===== config.mk =====
export PLATFORM = sky130hd
export DESIGN_NAME = instr_fetch_unit
export DESIGN_NICKNAME = d
export VERILOG_FILES = /design/src/rtl/instr_fetch_unit_pkg.sv /design/src/rtl/instr_fetch_unit_fetch_fifo.sv /design/src/rtl/instr_fetch_unit.sv
export SDC_FILE = /design/constraint.sdc
export NUM_CORES = 1
export LEC_CHECK = 0
export BUFFER_PORTS_ARGS = -buffer_cell sky130_fd_sc_hd__buf_2
export CAP_MARGIN = 40
export CORE_MARGIN = 2
export CORE_UTILIZATION = 61
export CTS_CLUSTER_SIZE = 30
export DETAILED_ROUTE_END_ITERATION = 12
export PLACE_DENSITY = 0.84
export SLEW_MARGIN = 20
export SYNTH_ARGS = -nofsm -noshare
export SYNTH_HDL_FRONTEND = slang
export SYNTH_SLANG_ARGS = --single-unit
export TNS_END_PERCENT = 20

===== constraint.sdc =====
create_clock -name clk -period 4.3 [get_ports clk]
set_input_delay 0.215 -clock clk [delete_from_list [all_inputs] [get_ports clk]]
set_output_delay 0.215 -clock clk [all_outputs]
set_load 0.005 [all_outputs]

===== src/rtl/instr_fetch_unit_pkg.sv =====
// Shared constants for the fetch stage of the 16-bit processor.
// Parameter defaults live here so the top and the bench agree on them.
package instr_fetch_unit_pkg;

  localparam int INSTR_W          = 16;
  localparam int OPCODE_W         = 4;
  localparam int ADDR_W_DEFAULT   = 8;
  localparam int DEPTH_DEFAULT    = 4;
  localparam int RESET_PC_DEFAULT = 0;

  // Opcode sits in the top bits of every instruction word.
  function automatic logic [OPCODE_W-1:0] opcode_of(input logic [INSTR_W-1:0] instr);
    return instr[INSTR_W-1 -: OPCODE_W];
  endfunction

endpackage


===== src/rtl/instr_fetch_unit_fetch_fifo.sv =====
// Prefetch FIFO: DEPTH entries of WIDTH bits, synchronous clear, count output.
// Callers guarantee no push when full and no pop when empty.
module instr_fetch_unit_fetch_fifo #(
  parameter int WIDTH = 24,
  parameter int DEPTH = 4
) (
  input  logic                     clk,
  input  logic                     reset,
  input  logic                     clear,
  input  logic                     push,
  input  logic                     pop,
  input  logic [WIDTH-1:0]         wdata,
  output logic [WIDTH-1:0]         rdata,
  output logic [$clog2(DEPTH):0]   count
);

  localparam int PTR_W = $clog2(DEPTH);

  logic [WIDTH-1:0] mem [DEPTH];
  logic [PTR_W-1:0] wr_ptr;
  logic [PTR_W-1:0] rd_ptr;

  // Pointers wrap naturally because DEPTH is a power of two.
  always_ff @(posedge clk or negedge reset) begin
    if (!reset) begin
      wr_ptr <= '0;
      rd_ptr <= '0;
      count  <= '0;
    end else if (clear) begin
      wr_ptr <= '0;
      rd_ptr <= '0;
      count  <= '0;
    end else begin
      if (push) wr_ptr <= wr_ptr + PTR_W'(1);
      if (pop)  rd_ptr <= rd_ptr + PTR_W'(1);
      case ({push, pop})
        2'b10:   count <= count + ($clog2(DEPTH)+1)'(1);
        2'b01:   count <= count - ($clog2(DEPTH)+1)'(1);
        default: count <= count;
      endcase
    end
  end

  always_ff @(posedge clk) begin
    if (push && !clear) mem[wr_ptr] <= wdata;
  end

  assign rdata = mem[rd_ptr];

endmodule


===== src/rtl/instr_fetch_unit.sv =====
// Fetch stage: owns the fetch PC, issues one-word reads to instruction memory,
// buffers returns in a prefetch FIFO and hands {instr, pc} to decode.
module instr_fetch_unit
  import instr_fetch_unit_pkg::*;
#(
  parameter int                ADDR_W   = ADDR_W_DEFAULT,
  parameter int                DEPTH    = DEPTH_DEFAULT,
  parameter logic [ADDR_W-1:0] RESET_PC = ADDR_W'(RESET_PC_DEFAULT)
) (
  input  logic                    clk,
  input  logic                    reset,
  output logic                    imem_req,
  output logic [ADDR_W-1:0]       imem_addr,
  input  logic [INSTR_W-1:0]      imem_rdata,
  input  logic                    branch_taken,
  input  logic [ADDR_W-1:0]       branch_target,
  output logic                    instr_valid,
  input  logic                    instr_ready,
  output logic [INSTR_W-1:0]      instr_data,
  output logic [ADDR_W-1:0]       instr_pc,
  output logic [$clog2(DEPTH):0]  fifo_count
);

  localparam int CNT_W = $clog2(DEPTH) + 1;

  logic [ADDR_W-1:0]         fetch_pc;
  logic [ADDR_W-1:0]         inflight_pc;
  logic                      inflight;
  logic                      discard;
  logic                      push;
  logic                      pop;
  logic [CNT_W-1:0]          count;
  logic [INSTR_W+ADDR_W-1:0] head;

  // Counting the in-flight word against free space means a returning word
  // always finds a slot, so the FIFO can never overflow.
  assign imem_req  = reset && !branch_taken &&
                     ((count + CNT_W'(inflight)) < CNT_W'(DEPTH));
  assign imem_addr = fetch_pc;

  // Handshake: an instruction transfers in any cycle where instr_valid and
  // instr_ready are both high; while valid is high and ready low the head
  // (instr_data/instr_pc) holds. A redirect overrides push, pop and issue.
  assign push = inflight && !discard && !branch_taken;
  assign pop  = instr_valid && instr_ready && !branch_taken;

  always_ff @(posedge clk or negedge reset) begin
    if (!reset) begin
      fetch_pc    <= RESET_PC;
      inflight    <= 1'b0;
      inflight_pc <= '0;
      discard     <= 1'b0;
    end else begin
      inflight <= imem_req;
      discard  <= branch_taken;
      if (imem_req) inflight_pc <= fetch_pc;
      if (branch_taken)  fetch_pc <= branch_target;
      else if (imem_req) fetch_pc <= fetch_pc + ADDR_W'(1);
    end
  end

  instr_fetch_unit_fetch_fifo #(
    .WIDTH (INSTR_W + ADDR_W),
    .DEPTH (DEPTH)
  ) u_fetch_fifo (
    .clk   (clk),
    .reset (reset),
    .clear (branch_taken),
    .push  (push),
    .pop   (pop),
    .wdata ({imem_rdata, inflight_pc}),
    .rdata (head),
    .count (count)
  );

  // Outputs read as zero whenever nothing valid is at the head.
  assign instr_valid = (count != '0);
  assign instr_data  = instr_valid ? head[ADDR_W +: INSTR_W] : '0;
  assign instr_pc    = instr_valid ? head[ADDR_W-1:0]        : '0;
  assign fifo_count  = count;

endmodule


## After elaboration in Yosys (flattened, before gate mapping)

Memory sizes are Yosys's and may differ from the RTL's.
Cells that the tools add are included.

| word-level totals | value |
|---|---|
| register bits after elaboration | 25 |
| memory bits (writable) | 96 |
| input bits | 28 |
| word-level logic and storage cells | 43 |
| memories kept | 1 |

Memory list:

| memory | depth | bits a word | read ports | clocked after Yosys merged registers in | write ports | RTL line | source |
|---|---|---|---|---|---|---|---|
| u_fetch_fifo.mem | 4 | 24 | 1 | 0 | 1 | instr_fetch_unit_fetch_fifo.sv:19 | `logic [WIDTH-1:0] mem [DEPTH];` |

| operators by class | value |
|---|---|
| add/subtract/negate cells | 6 |
| $lt $le $gt $ge | 1 |
| equality and inequality tests | 2 |
| mux-type cells | 12 |
| reductions and logical operators | 14 |

Operators by type and width:

| operator | number |
|---|---|
| $mux W8 | 3 |
| $mux W16 | 1 |
| $add A8 B1 Y8 const B | 1 |
| $mux W2 | 4 |
| $logic_and A1 B1 Y1 | 7 |
| $pmux W3 S2 | 1 |
| $reduce_bool A2 Y1 | 3 |
| $reduce_bool A3 Y1 | 2 |
| $add A2 B1 Y2 const B | 2 |
| $add A3 B1 Y3 | 1 |
| $add A3 B1 Y3 const B | 1 |
| $lt A3 B3 Y1 const B | 1 |
| $mux W3 | 1 |
| $sub A3 B1 Y3 const B | 1 |
| $eq A2 B1 Y1 const B | 1 |
| $eq A2 B2 Y1 const B | 1 |
| $logic_not A1 Y1 | 2 |
| $mux W1 | 2 |

## Logic depth before layout (Yosys ltp)

Gate-level depths: netlist of the first run.

| depth | value |
|---|---|
| depth after elaboration | 6 |
| gate-level depth with buffers | 7 |
| gate-level depth less buffers | 6 |

## Hierarchy

A second synthesis of the first run with hierarchy kept.

| second synthesis, totals | value |
|---|---|
| cell total of the unflattened synthesis | 271 |
| area, all modules | 4,968.5 sq um |

Modules (own cells, without submodules):

| module | times used | cells an instance | area an instance (sq um) | seq. area each (sq um) |
|---|---|---|---|---|
| instr_fetch_unit_fetch_fifo | 1 | 167 | 3,935.0 | 3,057.9 |
| instr_fetch_unit | 1 | 104 | 1,033.5 | 450.4 |

## Least setup slack after synthesis of the first run

OpenSTA, ideal clock, no wires.

| timing path | value |
|---|---|
| path type | register to register |
| start point | register u_fetch_fifo.count[1] |
| end point | register u_fetch_fifo.count[2] |
| setup time | 0.131 ns |
| arrival time | 1.776 ns |
| data required time | 4.169 ns |
| setup slack | 2.393 ns |
| cell stages (with the launch flop) | 7 |
| path buffers | 0 |
| clock period less this slack | 1.907 ns |
| cells stage by stage | dfrtp_1 -> o31ai_2 -> nor3_1 -> fa_1 -> nor3_1 -> o21ai_0 -> nor3b_1 |

| on the way | value |
|---|---|
| word-level cells in the longest chain between the ends | 6 |
| elaborated cells on any way between the ends | 10 |
| those cells by class | 2 x add/sub; 2 x eq/ne; 2 x mux; 4 x reduce/logical |

Ends and longest elaborated chain:

| what | RTL line | source |
|---|---|---|
| from (decl) | instr_fetch_unit_fetch_fifo.sv:14 | `output logic [$clog2(DEPTH):0] count` |
| from (signal assigned) | instr_fetch_unit_fetch_fifo.sv:37 | `2'b10: count <= count + ($clog2(DEPTH)+1)'(1);` |
| from (signal assigned) | instr_fetch_unit_fetch_fifo.sv:38 | `2'b01: count <= count - ($clog2(DEPTH)+1)'(1);` |
| from (signal assigned) | instr_fetch_unit_fetch_fifo.sv:39 | `default: count <= count;` |
| $reduce_bool A3 Y1 | instr_fetch_unit.sv:77 | `assign instr_valid = (count != '0);` |
| $logic_and A1 B1 Y1 (2 in a row) | instr_fetch_unit.sv:45 | `assign pop = instr_valid && instr_ready && !branch_taken;` |
| $eq A2 B1 Y1 or $eq A2 B2 Y1 (tied branches) | instr_fetch_unit_fetch_fifo.sv:36 | `case ({push, pop})` |
| $pmux W3 S2 | instr_fetch_unit_fetch_fifo.sv:36 |  |
| $mux W3 | instr_fetch_unit_fetch_fifo.sv:29 | `end else if (clear) begin` |

Several ways; a longest one is shown, not always the timed one.
A chain may end at the register's enable or synchronous reset.

## Final worst setup path of the first run

| timing path | value |
|---|---|
| start point | input reset |
| end point | output imem_req |

| on the way | value |
|---|---|
| word-level cells in the longest chain between the ends | 2 |

Ends and longest elaborated chain:

| what | RTL line | source |
|---|---|---|
| from (decl) | instr_fetch_unit.sv:11 | `input logic reset,` |
| $logic_and A1 B1 Y1 (2 in a row) | instr_fetch_unit.sv:37 | `assign imem_req = reset && !branch_taken &&` |
| to (decl) | instr_fetch_unit.sv:12 | `output logic imem_req,` |

No other way between the ends.

==> flow_summary_export.csv, run 1 <==
group,metric,value,unit
clocking,cts_setup_buffers,0,
sta,relSlewSlack,0.485,
setup_path,critPathArrivalTime,2.32,ns
placement,port-buffer-count,64,
status,outcome,"completed",
final_layout,fillCellCount,383,
synth,synth-async-reset-ratio,0.207,
synth,synth_fp_nets,308,
setup_path,cp_num_cells,6,
clocking,numCtsBuffers,17,
detailed_routing,drt-wirelength-per-cell,19.0,um
detailed_routing,ant_nets,0,
run,cap_violations,0,
worst_hold_path,hold_path.class,"primary input to flip-flop",
final_layout,area_growth,27.3,%
global_routing,antenna_found_initial,0,
sta,hold_viol,0,
final_layout,nets,408,
final_layout,drive_gt1_frac,0.333,
global_routing,grt_pass1_vias,2880,
clocking,clk_latency,0.51,ns
detailed_routing,vias,2781,
global_routing,overflow,0,
synth,synth_top_area_cell,"edfxtp_1",
final_layout,n_antenna_cell,0,
global_routing,grt_max_degree,32,
setup_path,endpoint_kind,"output port",
sta,rsz0062_at_grt,"false",
sta,drv_slew,0,
floorplan,pin_count,65,
setup_path,startpoint,"reset",
sta,period_needed,2.53,ns
sta,finalSetupViolations,0,
clocking,cts.sinks,121,
setup_path,crit_buf_inv,5,
setup_path,cp_cell_sequence,"dlygate4sd3_1 -> buf_2 -> inv_1 -> or3_1 -> inv_1 -> buf_2",
synth,synth_area,4880,um^2
clocking,cts_resized,0,
global_routing,grt_pass1_wl,14.5,mm
setup_path,critPathCapture,"imem_req",
detailed_routing,drc,0,
final_layout,final_common_cell,"edfxtp_1",
placement,dpl.hpwl,5.49,mm
setup_path,r2r_cells,3,
power_and_ir_drop,power.leakage,2.34,nW
synth,ys_warn_count,0,
detailed_routing,dr.pass1.iters,4,
setup_path,slowest_stage,"or3_1",
synth,synthTopCellsByArea,"edfxtp_1 59%, dfrtp_1 13%, mux4_2 11%",
clocking,root_buffer,"clkbuf_8",
setup_path,critPathKind,"primary input to output port",
power_and_ir_drop,total_power,3.50,mW
synth,ys_seq_area_frac,0.718,
worst_hold_path,worstHoldStart,"instr_ready",
sta,tightest_slew,0.772,ns
setup_path,regToRegStartpoint,"inflight",
detailed_routing,drt-initial-drc-count,140,
worst_hold_path,hold_depth,4,
floorplan,coreArea,7730,um^2
setup_path,crit_path_start_kind,"primary input",
detailed_routing,wl,9.29,mm
final_layout,multi_input_area,1290,um^2
synth,ys_ff_latch,121,
final_layout,post-route-util,0.804,
clocking,htreeDepth,4,
power_and_ir_drop,ir_drop,377,uV
power_and_ir_drop,power_density,564,nW/um^2
sta,max_freq,395,MHz
floorplan,die_w,93.5,um
synth,avgSynthCellArea,17.8,um^2
clocking,cts_tree,"done",
detailed_routing,viasPerCell,5.69,
sta,tns,0,ns
setup_path,critical_path.top_delay_family,"buffers and inverters",
sta,period_share,0.589,
synth,synth-main-ff-cell,"edfxtp_1",
clocking,clkTransAtPathRegs,0.06,ns
synth,yosysTopAreaCellShare,0.590,
final_layout,area.sequential,3510,um^2
placement,place_congestion,0.785,
setup_path,r2r_slack,2.13,ns
final_layout,final_cell_mix,"96 x edfxtp_1, 64 x buf_2, 26 x dlygate4sd3_1",
floorplan,dieHeight,93.5,um
setup_path,r2r-end,"u_fetch_fifo.mem[2][15]",
clocking,clockBufferDepth,2,
synth,synth.distinct_cells,34,
setup_path,cp_slowest_stage_delay,0.60,ns
setup_path,worst-path-max-fanout,31,
setup_path,cp.required,4.09,ns
floorplan,die_area,8740,um^2
global_routing,gr-usage-all-layers,0.232,
synth,synth_enable_flop_cells,96,
synth,syn_inst,274,
floorplan,initial_core_util,0.632,
floorplan,fp-row-count,32,
sta,fin_skew,0.00835,ns
worst reg2reg max path, cell delays in order, from the launching register on:
cell and delay, ns:
dfrtp_1 0.34, nor2b_1 0.57, and3_1 0.72, buf_8 0.24
per-stage QoR:
step | hold slack [ns] | worst slack [ns] | cells | instance area, um^2
after floorplan | -0.0806 | 2.39 | 274 | 4880
after global placement | 0.264 | 2.01 | 427 | 5290
after detailed placement | 0.266 | 2.16 | 431 | 5350
after CTS | 0.0700 | 1.75 | 489 | 6210
after global routing | 0.106 | 1.58 | 489 | 6210
final | 0.0811 | 1.77 | 489 | 6210
logic make-up (layout without fill, tap and decap cells):
| kind of cell | after synthesis | count (layout) | share of synthesized area |
|---|---|---|---|
| flops | 121 | 121 | 0.718 |
| simple gates | 72 | 72 | 0.0825 |
| mux | 33 | 33 | 0.131 |
| buf+inv | 20 | 133 | 0.0167 |
| compound gates | 17 | 17 | 0.0254 |
| fa+ha+maj | 6 | 6 | 0.0169 |
| xor+xnor | 5 | 5 | 0.00897 |
where the power goes:
group | internal, mW | switching [mW] | total, mW
Sequential | 1.36 | 0.0971 | 1.46
Combinational | 0.344 | 0.281 | 0.625
Clock | 0.924 | 0.494 | 1.42
Total | 2.63 | 0.873 | 3.50
final cells by class:
| class | count | share of cell area |
|---|---|---|
| Sequential cell | 121 | 0.565 |
| Multi-Input combinational cell | 133 | 0.208 |
| Timing Repair Buffer | 96 | 0.106 |
| Clock buffer | 20 | 0.0733 |
| Clock inverter | 12 | 0.0238 |
| Tap cell | 102 | 0.0205 |
| Inverter | 5 | 0.00302 |
worst min path at each step:
stage / slack, ns / to
floorplan: -0.08 / discard
global placement: 0.26 / imem_addr[0]
detailed placement: 0.27 / imem_addr[1]
CTS: 0.07 / u_fetch_fifo.rd_ptr[1]
global route: 0.11 / u_fetch_fifo.rd_ptr[1]
finish: 0.08 / u_fetch_fifo.rd_ptr[1]
synth_stat cells, drive strengths merged (4+ instances only):
cell type   n
ha          5
nand3       7
clkbuf      9
and3        5
nand2       6
buf         6
edfxtp     96
dfrtp      25
nor2       10
inv         5
or4         5
mux4       24
or3         4
and2       25
nor3        5
mux2        8
metal layers:
layer,global-route usage,part of all wire,vias up
met5,0,0,-
met4,0.0944,0.0088,0
met3,0.0645,0.048,8
met2,0.392,0.53,95
met1,0.283,0.42,1408
li1,-,-,1270
sequential cells by signal (all words and copies together) (netlist names):
name / flops
imem_addr: 8
u_fetch_fifo.count: 3
discard: 1
u_fetch_fifo.rd_ptr: 2
u_fetch_fifo.wr_ptr: 2
inflight_pc: 8
u_fetch_fifo.mem: 96
inflight: 1
repair_timing:
item	in CTS	in global routing
endpoints found under the hold margin	98	0
setup endpoints to repair	0	0
hold buffers	26	0
Power figures use the tool's default switching activity.
==> inputs of run 2 (changes only) <==
--- a/config.mk
+++ b/config.mk
@@ -5,13 +5,14 @@
 export SDC_FILE = /design/constraint.sdc
 export NUM_CORES = 1
 export LEC_CHECK = 0
+export ABC_AREA = 1
 export BUFFER_PORTS_ARGS = -buffer_cell sky130_fd_sc_hd__buf_2
 export CAP_MARGIN = 40
 export CORE_MARGIN = 2
-export CORE_UTILIZATION = 61
+export CORE_UTILIZATION = 57
 export CTS_CLUSTER_SIZE = 30
 export DETAILED_ROUTE_END_ITERATION = 12
-export PLACE_DENSITY = 0.84
+export PLACE_DENSITY = 0.79
 export SLEW_MARGIN = 20
 export SYNTH_ARGS = -nofsm -noshare
 export SYNTH_HDL_FRONTEND = slang
==> constraint.sdc (replaced) <==
create_clock -name clk -period 2.6 [get_ports clk]
set_input_delay 0.13 -clock clk [delete_from_list [all_inputs] [get_ports clk]]
set_output_delay 0.13 -clock clk [all_outputs]
set_load 0.005 [all_outputs]
==> run 2 against run 1 <==
Synthesized cell count rose by 66%. Via count rose by 33%. Global-route usage rose by 0.16 points. Highest routed layer unchanged.
==> flow_summary_export.csv, run 2 <==
group,metric,value,unit
detailed_routing,vias,3686,
synth,synth_simple_gate_area_frac,0.147,
synth,synth-main-ff-cell,"edfxtp_1",
global_routing,antenna_found_initial,0,
setup_path,slowest_stage,"dfrtp_1",
power_and_ir_drop,power_density,947,nW/um^2
synth,ys_ff_latch,121,
clocking,hold_buffers,30,
placement,port-buffer-count,64,
sta,fin_skew,0.00959,ns
status,outcome,"completed",
synth,synthMuxAreaShare,0,
final_layout,multi_input_area,1360,um^2
clocking,cts_resized,0,
setup_path,cp_cell_sequence,"buf_4 -> inv_2 -> nor2_1 -> o21ai_0 -> a21oi_1 -> buf_2",
clocking,clockBufferDepth,2,
final_layout,largest-register,"u_fetch_fifo.mem",
final_layout,post-route-util,0.732,
synth,synth.distinct_cells,26,
synth,ys_seq_area_frac,0.691,
synth,ys_top_cells_by_count,"103 x nor2_1, 96 x edfxtp_1, 53 x nand2_1",
synth,synth_top_family_by_area,"simple AND/OR/NAND/NOR gates",
setup_path,endpoint_kind,"output port",
sta,relSlewSlack,0.523,
setup_path,cp_num_cells,6,
detailed_routing,wl,10.7,mm
sta,period_needed,2.29,ns
setup_path,critical_path.top_delay_family,"buffers and inverters",
final_layout,drive_gt1_frac,0.215,
global_routing,overflow,0,
final_layout,final_cell_mix,"99 x nor2_1, 96 x edfxtp_1, 64 x buf_2",
placement,dpl.hpwl,5.96,mm
synth,ys_warn_count,0,
synth,synth_compound_area_frac,0.0959,
detailed_routing,drc,0,
sta,drv_slew,0,
power_and_ir_drop,total_power,6.02,mW
floorplan,coreArea,8680,um^2
clocking,cts_tree,"done",
setup_path,cp.required,2.47,ns
synth,synth_xor_area_frac,0.00690,
sta,hold_viol,0,
clocking,clk_latency,0.51,ns
floorplan,die_area,9680,um^2
sta,tightest_slew,0.715,ns
sta,rsz0062_at_grt,"false",
run,cap_violations,0,
final_layout,final_common_cell,"nor2_1",
synth,synthTopCellsByArea,"edfxtp_1 57%, dfrtp_1 12%, nor2_1 7.6%",
floorplan,dieHeight,98.4,um
sta,period_share,0.880,
clocking,htreeDepth,4,
power_and_ir_drop,power.leakage,2.57,nW
placement,place_congestion,0.822,
floorplan,fp-row-count,34,
synth,yosysMostFrequentCell,"nor2_1",
clocking,cts.sinks,121,
clocking,root_buffer,"clkbuf_8",
detailed_routing,dr.pass1.iters,7,
detailed_routing,viasPerCell,5.45,
placement,pre_cts_slack,0.752,ns
global_routing,grt_pass1_vias,3749,
setup_path,critPathArrivalTime,2.16,ns
synth,synth-async-reset-ratio,0.207,
final_layout,fillCellCount,573,
setup_path,cp_slowest_stage_delay,0.43,ns
global_routing,grt_max_degree,50,
floorplan,pin_count,65,
detailed_routing,ant_nets,0,
final_layout,area.sequential,3510,um^2
global_routing,gr-usage-all-layers,0.233,
setup_path,crit_path_start_kind,"flip-flop",
clocking,numCtsBuffers,17,
final_layout,area_growth,25.2,%
floorplan,die_w,98.4,um
clocking,cts_setup_buffers,0,
detailed_routing,drt-wirelength-per-cell,15.8,um
synth,synth_fp_nets,488,
synth,syn_inst,454,
floorplan,initial_core_util,0.585,
worst_hold_path,hold_path.class,"primary input to asynchronous set/reset pin",
setup_path,worst-path-max-fanout,26,
setup_path,critPathKind,"flip-flop to output port",
sta,max_freq,437,MHz
clocking,clkTransAtPathRegs,0.06,ns
synth,synth_enable_flop_cells,96,
setup_path,crit_buf_inv,3,
sta,finalSetupViolations,0,
synth,yosysTopAreaCellShare,0.568,
final_layout,nets,589,
final_layout,n_antenna_cell,0,
synth,synth_area,5080,um^2
synth,synth_top_area_cell,"edfxtp_1",
sta,setup_ws,0.313,ns
global_routing,grt_pass1_wl,17.4,mm
synth,avgSynthCellArea,11.2,um^2
power_and_ir_drop,ir_drop,597,uV
setup_path,r2r_cells,11,
final_layout,largest_reg_flops,96,
detailed_routing,drt-initial-drc-count,214,
synth,synth_fa_ha_area_frac,0.0163,
sta,tns,0,ns
run 2: area by class of cell:
| cell class | count | area share |
|---|---|---|
| clock buffers | 18 | 0.0658 |
| clock inverters | 14 | 0.0238 |
| inverters | 27 | 0.0160 |
| multi-input cells | 286 | 0.214 |
| flip-flops and latches | 121 | 0.552 |
| well taps | 108 | 0.0213 |
| repair buffers | 102 | 0.107 |
run 2: layer usage:
metal | up-vias | GRT usage | routed length, um
met5 | - | 0 | 0
met4 | 0 | 0.107 | 207
met3 | 18 | 0.0630 | 775
met2 | 159 | 0.385 | 5320
met1 | 1748 | 0.289 | 4360
li1 | 1761 | - | -
run 2: metrics by stage:
| stage | std cells | instance area, um^2 | hold WS, ns |
|---|---|---|---|
| after global placement | 614 | 5480 | 0.162 |
| after global routing | 676 | 6350 | 0.236 |
| after CTS | 676 | 6350 | 0.157 |
| after detailed placement | 614 | 5480 | 0.161 |
| final | 676 | 6350 | 0.179 |
| after floorplan | 454 | 5080 | -0.166 |
run 2: cells by family (layout without fill, tap and decap cells):
group | Yosys count | count (layout)
compound gates | 95 | 95
xor+xnor | 4 | 4
fa+ha+maj | 6 | 6
buf+inv | 47 | 161
flops | 121 | 121
simple gates | 181 | 181
run 2: where the power goes:
part / switching [mW] / internal, mW / leakage [nW]
clock network: 0.843 / 1.36 / 0.263
registers: 0.157 / 2.28 / 1.18
logic: 0.856 / 0.522 / 1.12
total: 1.86 / 4.16 / 2.57
run 2: worst register-to-register path, stage by stage, from the launching register on:
cell and delay (ns):
dfrtp_1 0.45, nor2_1 0.16, nand2_2 0.12, nand2_2 0.12, nor2_2 0.05, fa_1 0.38, xnor2_1 0.19, inv_1 0.06
o21ai_0 0.07, nand2_1 0.07, nand2_1 0.07, nand2_1 0.05
run 2: worst paths after layout:
kind	startpoint	to	slack, ns
max in group asynchronous	reset	imem_addr[5]	2.17
min	reset	imem_addr[4]	0.18
max	u_fetch_fifo.rd_ptr[1]	instr_pc[5]	0.31
min in group clk	imem_rdata[10]	u_fetch_fifo.mem[1][18]	0.36
min reg2reg	inflight_pc[0]	u_fetch_fifo.mem[2][0]	0.53
max reg2reg	u_fetch_fifo.count[1]	u_fetch_fifo.count[2]	0.73
